File: config.mk
export PLATFORM = sky130hd
export DESIGN_NAME = muldiv_seq
export DESIGN_NICKNAME = d
export VERILOG_FILES = /design/src/rtl/muldiv_seq.sv
export SDC_FILE = /design/constraint.sdc
export NUM_CORES = 1
export LEC_CHECK = 0
export BUFFER_PORTS_ARGS = -buffer_cell sky130_fd_sc_hd__buf_2
export CORE_MARGIN = 4
export CORE_UTILIZATION = 50
export CTS_CLUSTER_DIAMETER = 200
export DETAILED_ROUTE_END_ITERATION = 12
export PLACE_DENSITY = 0.7
export SLEW_MARGIN = 20
export SYNTH_ARGS = -nofsm -noshare
export SYNTH_HDL_FRONTEND = slang
export SYNTH_SLANG_ARGS = --single-unit
File: constraint.sdc
create_clock -name clk -period 12.53 [get_ports clk]
set_clock_uncertainty 0.15 [all_clocks]
set_input_delay 0.6265 -clock clk [delete_from_list [all_inputs] [get_ports clk]]
set_output_delay 0.6265 -clock clk [all_outputs]
set_load 0.005 [all_outputs]
File: src/rtl/muldiv_seq.sv
// Multi-cycle 16-bit unsigned multiply/divide sequencer.
// Radix-2 shift-add MUL and restoring DIV share a single 17-bit add/subtract path.
module muldiv_seq #(
    parameter int WIDTH = 16
) (
    input  logic             clk,
    input  logic             rst_n,
    input  logic             start,
    input  logic             op,
    input  logic [WIDTH-1:0] a,
    input  logic [WIDTH-1:0] b,
    output logic             busy,
    output logic             done,
    output logic [WIDTH-1:0] hi,
    output logic [WIDTH-1:0] lo,
    output logic             div_by_zero
);

    localparam int CW = $clog2(WIDTH);
    localparam logic [CW-1:0] LAST_CNT = CW'(WIDTH - 1);

    typedef enum logic [1:0] {
        S_IDLE = 2'd0,
        S_RUN  = 2'd1,
        S_DONE = 2'd2
    } state_t;

    state_t               state_r, state_s;
    logic                 busy_r, done_r, busy_s, done_s;
    logic [CW-1:0]        cnt_r;
    logic [2*WIDTH-1:0]   work_r, work_next_s;
    logic [WIDTH-1:0]     a_r, b_r, hi_r, lo_r;
    logic                 op_r, dbz_r;
    logic [WIDTH:0]       add_x_s, add_y_s, sum_s;
    logic                 add_cin_s;
    logic                 b_zero_s;

    assign b_zero_s = (b == {WIDTH{1'b0}});

    // State register plus registered status flags decoded from the next state.
    always_ff @(posedge clk or negedge rst_n) begin
        if (!rst_n) begin
            state_r <= S_IDLE;
            busy_r  <= 1'b0;
            done_r  <= 1'b0;
        end else begin
            state_r <= state_s;
            busy_r  <= busy_s;
            done_r  <= done_s;
        end
    end

    // Next-state logic; a divide by zero skips RUN entirely.
    always_comb begin
        state_s = state_r;
        case (state_r)
            S_IDLE: begin
                if (start) begin
                    if (op && b_zero_s) state_s = S_DONE;
                    else                state_s = S_RUN;
                end else begin
                    state_s = S_IDLE;
                end
            end
            S_RUN: begin
                if (cnt_r == LAST_CNT) state_s = S_DONE;
                else                   state_s = S_RUN;
            end
            S_DONE:  state_s = S_IDLE;
            default: state_s = S_IDLE;
        endcase
    end

    // Status outputs for the upcoming state, captured by the state register.
    always_comb begin
        busy_s = (state_s != S_IDLE);
        done_s = (state_s == S_DONE);
    end

    // One iteration: MUL adds a when W[0] is set; DIV subtracts b via ~b + 1.
    always_comb begin
        add_x_s   = {(WIDTH+1){1'b0}};
        add_y_s   = {(WIDTH+1){1'b0}};
        add_cin_s = 1'b0;
        if (op_r == 1'b0) begin
            add_x_s = {1'b0, work_r[2*WIDTH-1:WIDTH]};
            add_y_s = work_r[0] ? {1'b0, a_r} : {(WIDTH+1){1'b0}};
        end else begin
            add_x_s   = {work_r[2*WIDTH-1:WIDTH], work_r[WIDTH-1]};
            add_y_s   = ~{1'b0, b_r};
            add_cin_s = 1'b1;
        end
        sum_s = add_x_s + add_y_s + {{WIDTH{1'b0}}, add_cin_s};
        if (op_r == 1'b0) begin
            work_next_s = {sum_s, work_r[WIDTH-1:1]};
        end else if (!sum_s[WIDTH]) begin
            work_next_s = {sum_s[WIDTH-1:0], work_r[WIDTH-2:0], 1'b1};
        end else begin
            work_next_s = {work_r[2*WIDTH-2:WIDTH], work_r[WIDTH-1],
                           work_r[WIDTH-2:0], 1'b0};
        end
    end

    // Operand latch, iteration datapath and result registers.
    always_ff @(posedge clk or negedge rst_n) begin
        if (!rst_n) begin
            a_r    <= {WIDTH{1'b0}};
            b_r    <= {WIDTH{1'b0}};
            op_r   <= 1'b0;
            cnt_r  <= {CW{1'b0}};
            work_r <= {(2*WIDTH){1'b0}};
            hi_r   <= {WIDTH{1'b0}};
            lo_r   <= {WIDTH{1'b0}};
            dbz_r  <= 1'b0;
        end else begin
            case (state_r)
                S_IDLE: begin
                    if (start) begin
                        a_r    <= a;
                        b_r    <= b;
                        op_r   <= op;
                        cnt_r  <= {CW{1'b0}};
                        work_r <= op ? {{WIDTH{1'b0}}, a} : {{WIDTH{1'b0}}, b};
                        dbz_r  <= 1'b0;
                        if (op && b_zero_s) begin
                            hi_r  <= a;
                            lo_r  <= {WIDTH{1'b1}};
                            dbz_r <= 1'b1;
                        end
                    end
                end
                S_RUN: begin
                    work_r <= work_next_s;
                    cnt_r  <= cnt_r + {{(CW-1){1'b0}}, 1'b1};
                    if (cnt_r == LAST_CNT) begin
                        hi_r <= work_next_s[2*WIDTH-1:WIDTH];
                        lo_r <= work_next_s[WIDTH-1:0];
                    end
                end
                S_DONE: begin
                    cnt_r <= cnt_r;
                end
                default: begin
                    cnt_r <= {CW{1'b0}};
                end
            endcase
        end
    end

    assign busy        = busy_r;
    assign done        = done_r;
    assign hi          = hi_r;
    assign lo          = lo_r;
    assign div_by_zero = dbz_r;

endmodule

==> impl_metrics.env, run 1 <==
export IMPL_grt_util_all_layers_pct=23.7
export IMPL_cp_max_fo=72
export IMPL_die_h_um=117
export IMPL_worst_slew_pin_slew_ns=0.991
export IMPL_hold_path_class="input port to asynchronous set/reset pin"
export IMPL_syn_avg_cell_area_um2=8.72
export IMPL_finalSetupTns_ns=0
export IMPL_worstSkewPairLatency_ns=0.36
export IMPL_ys_ff_latch=106
export IMPL_via_per_inst=5.83
export IMPL_seq_area_frac_synth_pct=44.3
export IMPL_core_area_um2=11600
export IMPL_met2WireLength_um=7530
export IMPL_multi_input_area_um2=3140
export IMPL_drv_slew=0
export IMPL_cts_sinks=106
export IMPL_r2r_slack_ns=7.59
export IMPL_routed_wl_um=16100
export IMPL_tritoncts="done"
export IMPL_peakVddDrop_uv=166
export IMPL_yosysUniqueCellTypes=43
export IMPL_antenna_found_initial=0
export IMPL_io_pins=71
export IMPL_p_per_area_nw_per_um2=347
export IMPL_yosys_warnings=0
export IMPL_dieWidth_um=117
export IMPL_dp_hpwl_um=11500
export IMPL_p_leak_uw=0.00313
export IMPL_clkPwrFrac_pct=12.2
export IMPL_fmax_mhz=202
export IMPL_seqPwrFrac_pct=26.8
export IMPL_io_buffers=70
export IMPL_root_buffer="clkbuf_16"
export IMPL_dieArea_um2=13800
export IMPL_drive_above_1_share_pct=15.0
export IMPL_fin_crit_sh_pct=39.5
export IMPL_place_worst_setup_slack_ns=7.65
export IMPL_first_iter_violations=413
export IMPL_synth_nets=741
export IMPL_ctsResizeCount=0
export IMPL_grt_ovfl_total=0
export IMPL_start_util_pct=51.8
export IMPL_htreeDepth=3
export IMPL_antennaDiodeCount=0
export IMPL_vias=5155
export IMPL_max_slew_margin_rel_pct=33.3
export IMPL_clkTransAtPathRegs_ns=0.07
export IMPL_cts_inserted_buffers=9
export IMPL_crit_path_start_kind="register"
export IMPL_final_common_cell="nand2_1"
export IMPL_setup_viol=0
export IMPL_met3_length_um=844
export IMPL_netlist_area_um2=5990
export IMPL_power_switching_share_pct=45.8
export IMPL_cts_setup_buffers=0
export IMPL_reg2reg_depth=14
export IMPL_area_growth_pct=12.5
export IMPL_grt_setup_unrepaired="no"
export IMPL_seqCellArea_um2=2650
export IMPL_rows=39
export IMPL_drcViolationCount=0
export IMPL_r2r_start="op_r"
export IMPL_place_gp_congestion=0.869
export IMPL_layout_common_cells="nand2_1 (174), dfrtp_1 (105), buf_2 (69)"
export IMPL_clockBufferDepth=2
export IMPL_nFillCells=1059
export IMPL_antenna_left=0
export IMPL_postCtsHoldBufs=0
export IMPL_hold_viol=0
export IMPL_post_drt_wl_per_cell_um=18.2
export IMPL_intPower_uw=1270
export IMPL_wirelength_met1_um=7370
export IMPL_post_route_min_period_ns=4.94
export IMPL_dr_pass1_iters=5
export IMPL_grt_pass1_wl_um=26500
export IMPL_cp_end_kind="register"
export IMPL_outcome="complete, no violations"
export IMPL_final_nets=791
export IMPL_required_ns=12.59
export IMPL_top_layer_used="met4"
export IMPL_setup_slack_ns=7.59
export IMPL_grt_pass1_vias=5097
export IMPL_combPwrFrac_pct=61.1
export IMPL_syn_instance_count=687
export IMPL_cap_violations=0
export IMPL_p_sw_uw=1070
export IMPL_reg2reg_to="work_r[30]"
export IMPL_worstSetupPathType="register to register"
export IMPL_grt_max_degree=85
export IMPL_crit_arrival_ns=5.00
state kept, by name, indices dropped and copies added (netlist names):
| signal | cells |
|---|---|
| lo | 16 |
| a_r | 16 |
| op_r | 1 |
| cnt_r | 4 |
| busy | 1 |
| done | 1 |
| hi | 16 |
| b_r | 16 |
| work_r | 32 |
| state_r | 2 |
| div_by_zero | 1 |
through the flow:
step	power [uW]	instances	hold WS, ns	area [um^2]	utilization (%)
6_report	2340	884	0.00249	6730	58.2
5_1_grt	2540	884	0.0257	6730	58.2
3_5_place_dp	2040	869	0.314	6440	55.7
4_1_cts	2330	884	0.00833	6730	58.2
3_3_place_gp	2000	869	0.305	6440	55.7
2_1_floorplan	1680	687	0.181	5990	-
cell usage after synthesis, drive strengths merged:
cell,n,area [um^2]
o2bb2ai,1,8.76
nor3,4,20.0
fa,2,40.0
a31oi,22,138
a21oi,35,179
ha,16,200
mux2i,44,440
and3,10,62.6
and2,3,18.8
o22ai,3,18.8
xor2,6,78.8
nor4b,1,8.76
a22o,1,8.76
buf,9,36.3
o21ai,69,345
o211ai,20,150
a221o,4,40.0
or4,1,7.51
inv,16,60.1
nand2,174,653
nor2,44,165
nand2b,5,31.3
xnor2,11,96.3
or3,1,6.26
a21boi,1,7.51
dfrtp,106,2650
clkbuf,29,109
nor2b,6,37.5
nand3,5,25.0
or2,1,6.26
mux2,13,146
a21o,7,52.6
o21a,1,7.51
a211oi,3,22.5
nor4,2,12.5
a31o,1,17.5
clkinv,2,7.51
a211o,8,70.1
metal layers:
layer / vias to the layer above / global-route usage [%]
li1: 2474 / -
met1: 2502 / 32.8
met5: - / 0
met2: 154 / 37.6
met3: 25 / 4.76
met4: 0 / 7.48
worst max-delay path, cell delays in order (launching register included):
cell	delay [ns]
dfrtp_2	0.36
buf_4	0.64
inv_1	0.51
o21ai_0	0.36
fa_1	0.28
inv_1	0.07
fa_1	0.40
nand2b_1	0.18
a21o_1	0.20
a21oi_2	0.21
a31o_4	0.26
xor2_4	0.45
mux2_2	0.39
a21oi_1	0.20
o22ai_1	0.11
cells by family after synthesis:
logic type                 Yosys count  synth area share (%)
and+or+nand+nor                    257                  17.6
AOI/OAI and AO/OA                  176                  17.8
DFF                                106                  44.3
muxes                               57                  9.80
buffers and inverters               56                  3.55
adders and majority gates           18                  4.01
xor gates and xnor gates            17                  2.93
power groups by stage:
stage | registers (uW) | logic, uW | clock network, uW
global placement | 623 | 1380 | 0
detailed placement | 627 | 1420 | 0
finish | 625 | 1430 | 284
global route | 645 | 1590 | 304
CTS | 624 | 1420 | 288
floorplan | 595 | 1090 | 0
how the worst max path moves through the flow:
stage               from          to
detailed placement  op_r  work_r[30]
floorplan           op_r       hi[1]
finish              op_r  work_r[30]
global route        op_r  work_r[30]
global placement    op_r  work_r[30]
CTS                 op_r  work_r[30]
layout make-up:
type                    count  share of cell area (%)
multi-input cells         525                    46.6
inverters                  18                    1.00
flip-flops and latches    106                    39.4
well taps                 143                    2.66
clock buffers              11                    3.46
clock inverters             4                   0.799
repair buffers             77                    6.08
(Power assumes the default switching activity.)
==> run 2, diff against run 1 <==
Clock period 12.53 ns to 4.9 ns, I/O delays scaled along.
==> run 2 against run 1 <==
Net effect: highest routed layer unchanged; setup slack got worse by 6.9 ns; flip-flop and latch count unchanged; count of clock-buffer cells in the layout unchanged; utilization increased by 2.6 points; first-iteration DRC count increased by 3.9%; non-clock buffer count increased by 33; critical path depth increased by 2; largest cell class unchanged; maximum frequency increased by 17%.
==> impl_metrics.env, run 2 (same netlist as run 1, synthesis figures left out) <==
export IMPL_place_gp_congestion=0.876
export IMPL_dieArea_um2=13800
export IMPL_start_util_pct=51.8
export IMPL_worstSkewPairLatency_ns=0.35
export IMPL_io_pins=71
export IMPL_nFillCells=1003
export IMPL_io_buffers=70
export IMPL_top_register="work_r"
export IMPL_tritoncts="done"
export IMPL_dieWidth_um=117
export IMPL_crit_path_start_kind="register"
export IMPL_routed_wl_um=16500
export IMPL_final_nets=824
export IMPL_outcome="complete, no violations"
export IMPL_cts_sinks=106
export IMPL_timing_hold_ws_ns=0.0107
export IMPL_fin_crit_sh_pct=85.9
export IMPL_die_h_um=117
export IMPL_vias=5363
export IMPL_max_slew_margin_rel_pct=28.9
export IMPL_setup_viol=0
export IMPL_drive_above_1_share_pct=15.2
export IMPL_multi_input_area_um2=3130
export IMPL_post_drt_wl_per_cell_um=18.0
export IMPL_intPower_uw=3230
export IMPL_grt_pass1_wl_um=27400
export IMPL_dpl_cell_area_um2=6480
export IMPL_grt_pass1_vias=5259
export IMPL_seqPwrFrac_pct=26.8
export IMPL_first_iter_violations=429
export IMPL_grt_setup_unrepaired="no"
export IMPL_p_sw_uw=2770
export IMPL_area_growth_pct=17.5
export IMPL_cp_max_fo=24
export IMPL_grt_ovfl_total=0
export IMPL_via_per_inst=5.84
export IMPL_dr_pass1_iters=5
export IMPL_antennaDiodeCount=0
export IMPL_seqCellArea_um2=2650
export IMPL_hold_viol=0
export IMPL_clkPwrFrac_pct=11.5
export IMPL_power_switching_share_pct=46.1
export IMPL_dp_hpwl_um=11800
export IMPL_root_buffer="clkbuf_16"
export IMPL_antenna_left=0
export IMPL_grt_max_degree=69
export IMPL_combPwrFrac_pct=61.7
export IMPL_p_per_area_nw_per_um2=853
export IMPL_grt_util_all_layers_pct=24.5
export IMPL_rows=39
export IMPL_cp_end_kind="register"
export IMPL_peakVddDrop_uv=349
export IMPL_finalSetupTns_ns=0
export IMPL_layout_common_cells="nand2_1 (174), dfrtp_1 (105), buf_2 (69)"
export IMPL_clockBufferDepth=2
export IMPL_htreeDepth=3
export IMPL_final_common_cell="nand2_1"
export IMPL_largest_register_ffs=32
export IMPL_worstSetupPathType="register to register"
export IMPL_fmax_mhz=238
export IMPL_crit_arrival_ns=4.26
export IMPL_cts_inserted_buffers=9
export IMPL_core_area_um2=11600
export IMPL_worst_slew_pin_slew_ns=1.06
export IMPL_p_leak_uw=0.00328
export IMPL_antenna_found_initial=0
export IMPL_required_ns=4.95
export IMPL_finalInstanceArea_um2=7040
export IMPL_cap_violations=0
export IMPL_hold_path_class="input port to register"
export IMPL_drcViolationCount=0
export IMPL_cts_setup_buffers=0
export IMPL_drv_slew=0
export IMPL_post_route_min_period_ns=4.21
export IMPL_clkTransAtPathRegs_ns=0.07
==> run 2: final timing paths <==
check	from	to	slack (ns)	cells after the start
max in group asynchronous	rst_n	op_r	3.11	3
worst min register to register	b_r[14]	b_r[14]	0.32	2
worst min-delay path	a[4]	a_r[4]	0.01	3
worst max register to register	op_r	work_r[16]	0.69	16
worst max-delay path	op_r	work_r[16]	0.69	16
min in group asynchronous	rst_n	b_r[11]	0.39	2
==> run 2: metal layers <==
layer,wire length (um),up-vias,GRT usage [%]
met5,0,-,0
met4,299,0,6.52
met3,981,19,5.34
met2,8130,170,40.3
met1,7130,2633,32.9
li1,-,2541,-
==> run 2: critical path, stage by stage (launching register included) <==
cell,delay [ns]
dfrtp_2,0.41
buf_4,0.24
nor2b_1,0.19
buf_4,0.18
nand2_1,0.06
o21ai_0,0.09
fa_1,0.26
inv_1,0.06
fa_1,0.39
nand2b_1,0.18
a21o_1,0.21
a21oi_2,0.21
a31o_4,0.25
xor2_4,0.44
mux2_2,0.39
a21oi_1,0.20
o22ai_1,0.11
==> run 2: power groups by stage <==
stage                     combinational [uW]  sequential (uW)  clock (uW)
after floorplan                         2780             1520           0
after global placement                  3540             1600           0
after detailed placement                3660             1610           0
after CTS                               3690             1600         710
after global routing                    4120             1660         744
final                                   3710             1610         691
==> run 2: through the flow <==
step / total power, uW / worst slack (ns) / cells / utilization [%]
floorplan: 4300 / 0.434 / 687 / -
global placement: 5140 / 0.870 / 874 / 56.0
detailed placement: 5270 / 0.760 / 874 / 56.0
CTS: 6000 / 0.734 / 918 / 60.9
global route: 6520 / 0.447 / 918 / 60.9
finish: 6010 / 0.691 / 918 / 60.9
==> run 2: area by class of cell <==
cell class	count	area share [%]
inverters	18	0.960
clock inverters	5	0.551
clock buffers	11	3.45
repair buffers	110	10.3
well taps	143	2.54
flip-flops and latches	106	37.7
multi-input cells	525	44.5
==> run 2: timing repair <==
item	4_1_cts	5_1_grt
gates resized for setup	0	0
endpoints found under the setup margin	0	0
hold buffers	28	0
hold endpoints to repair	90	0
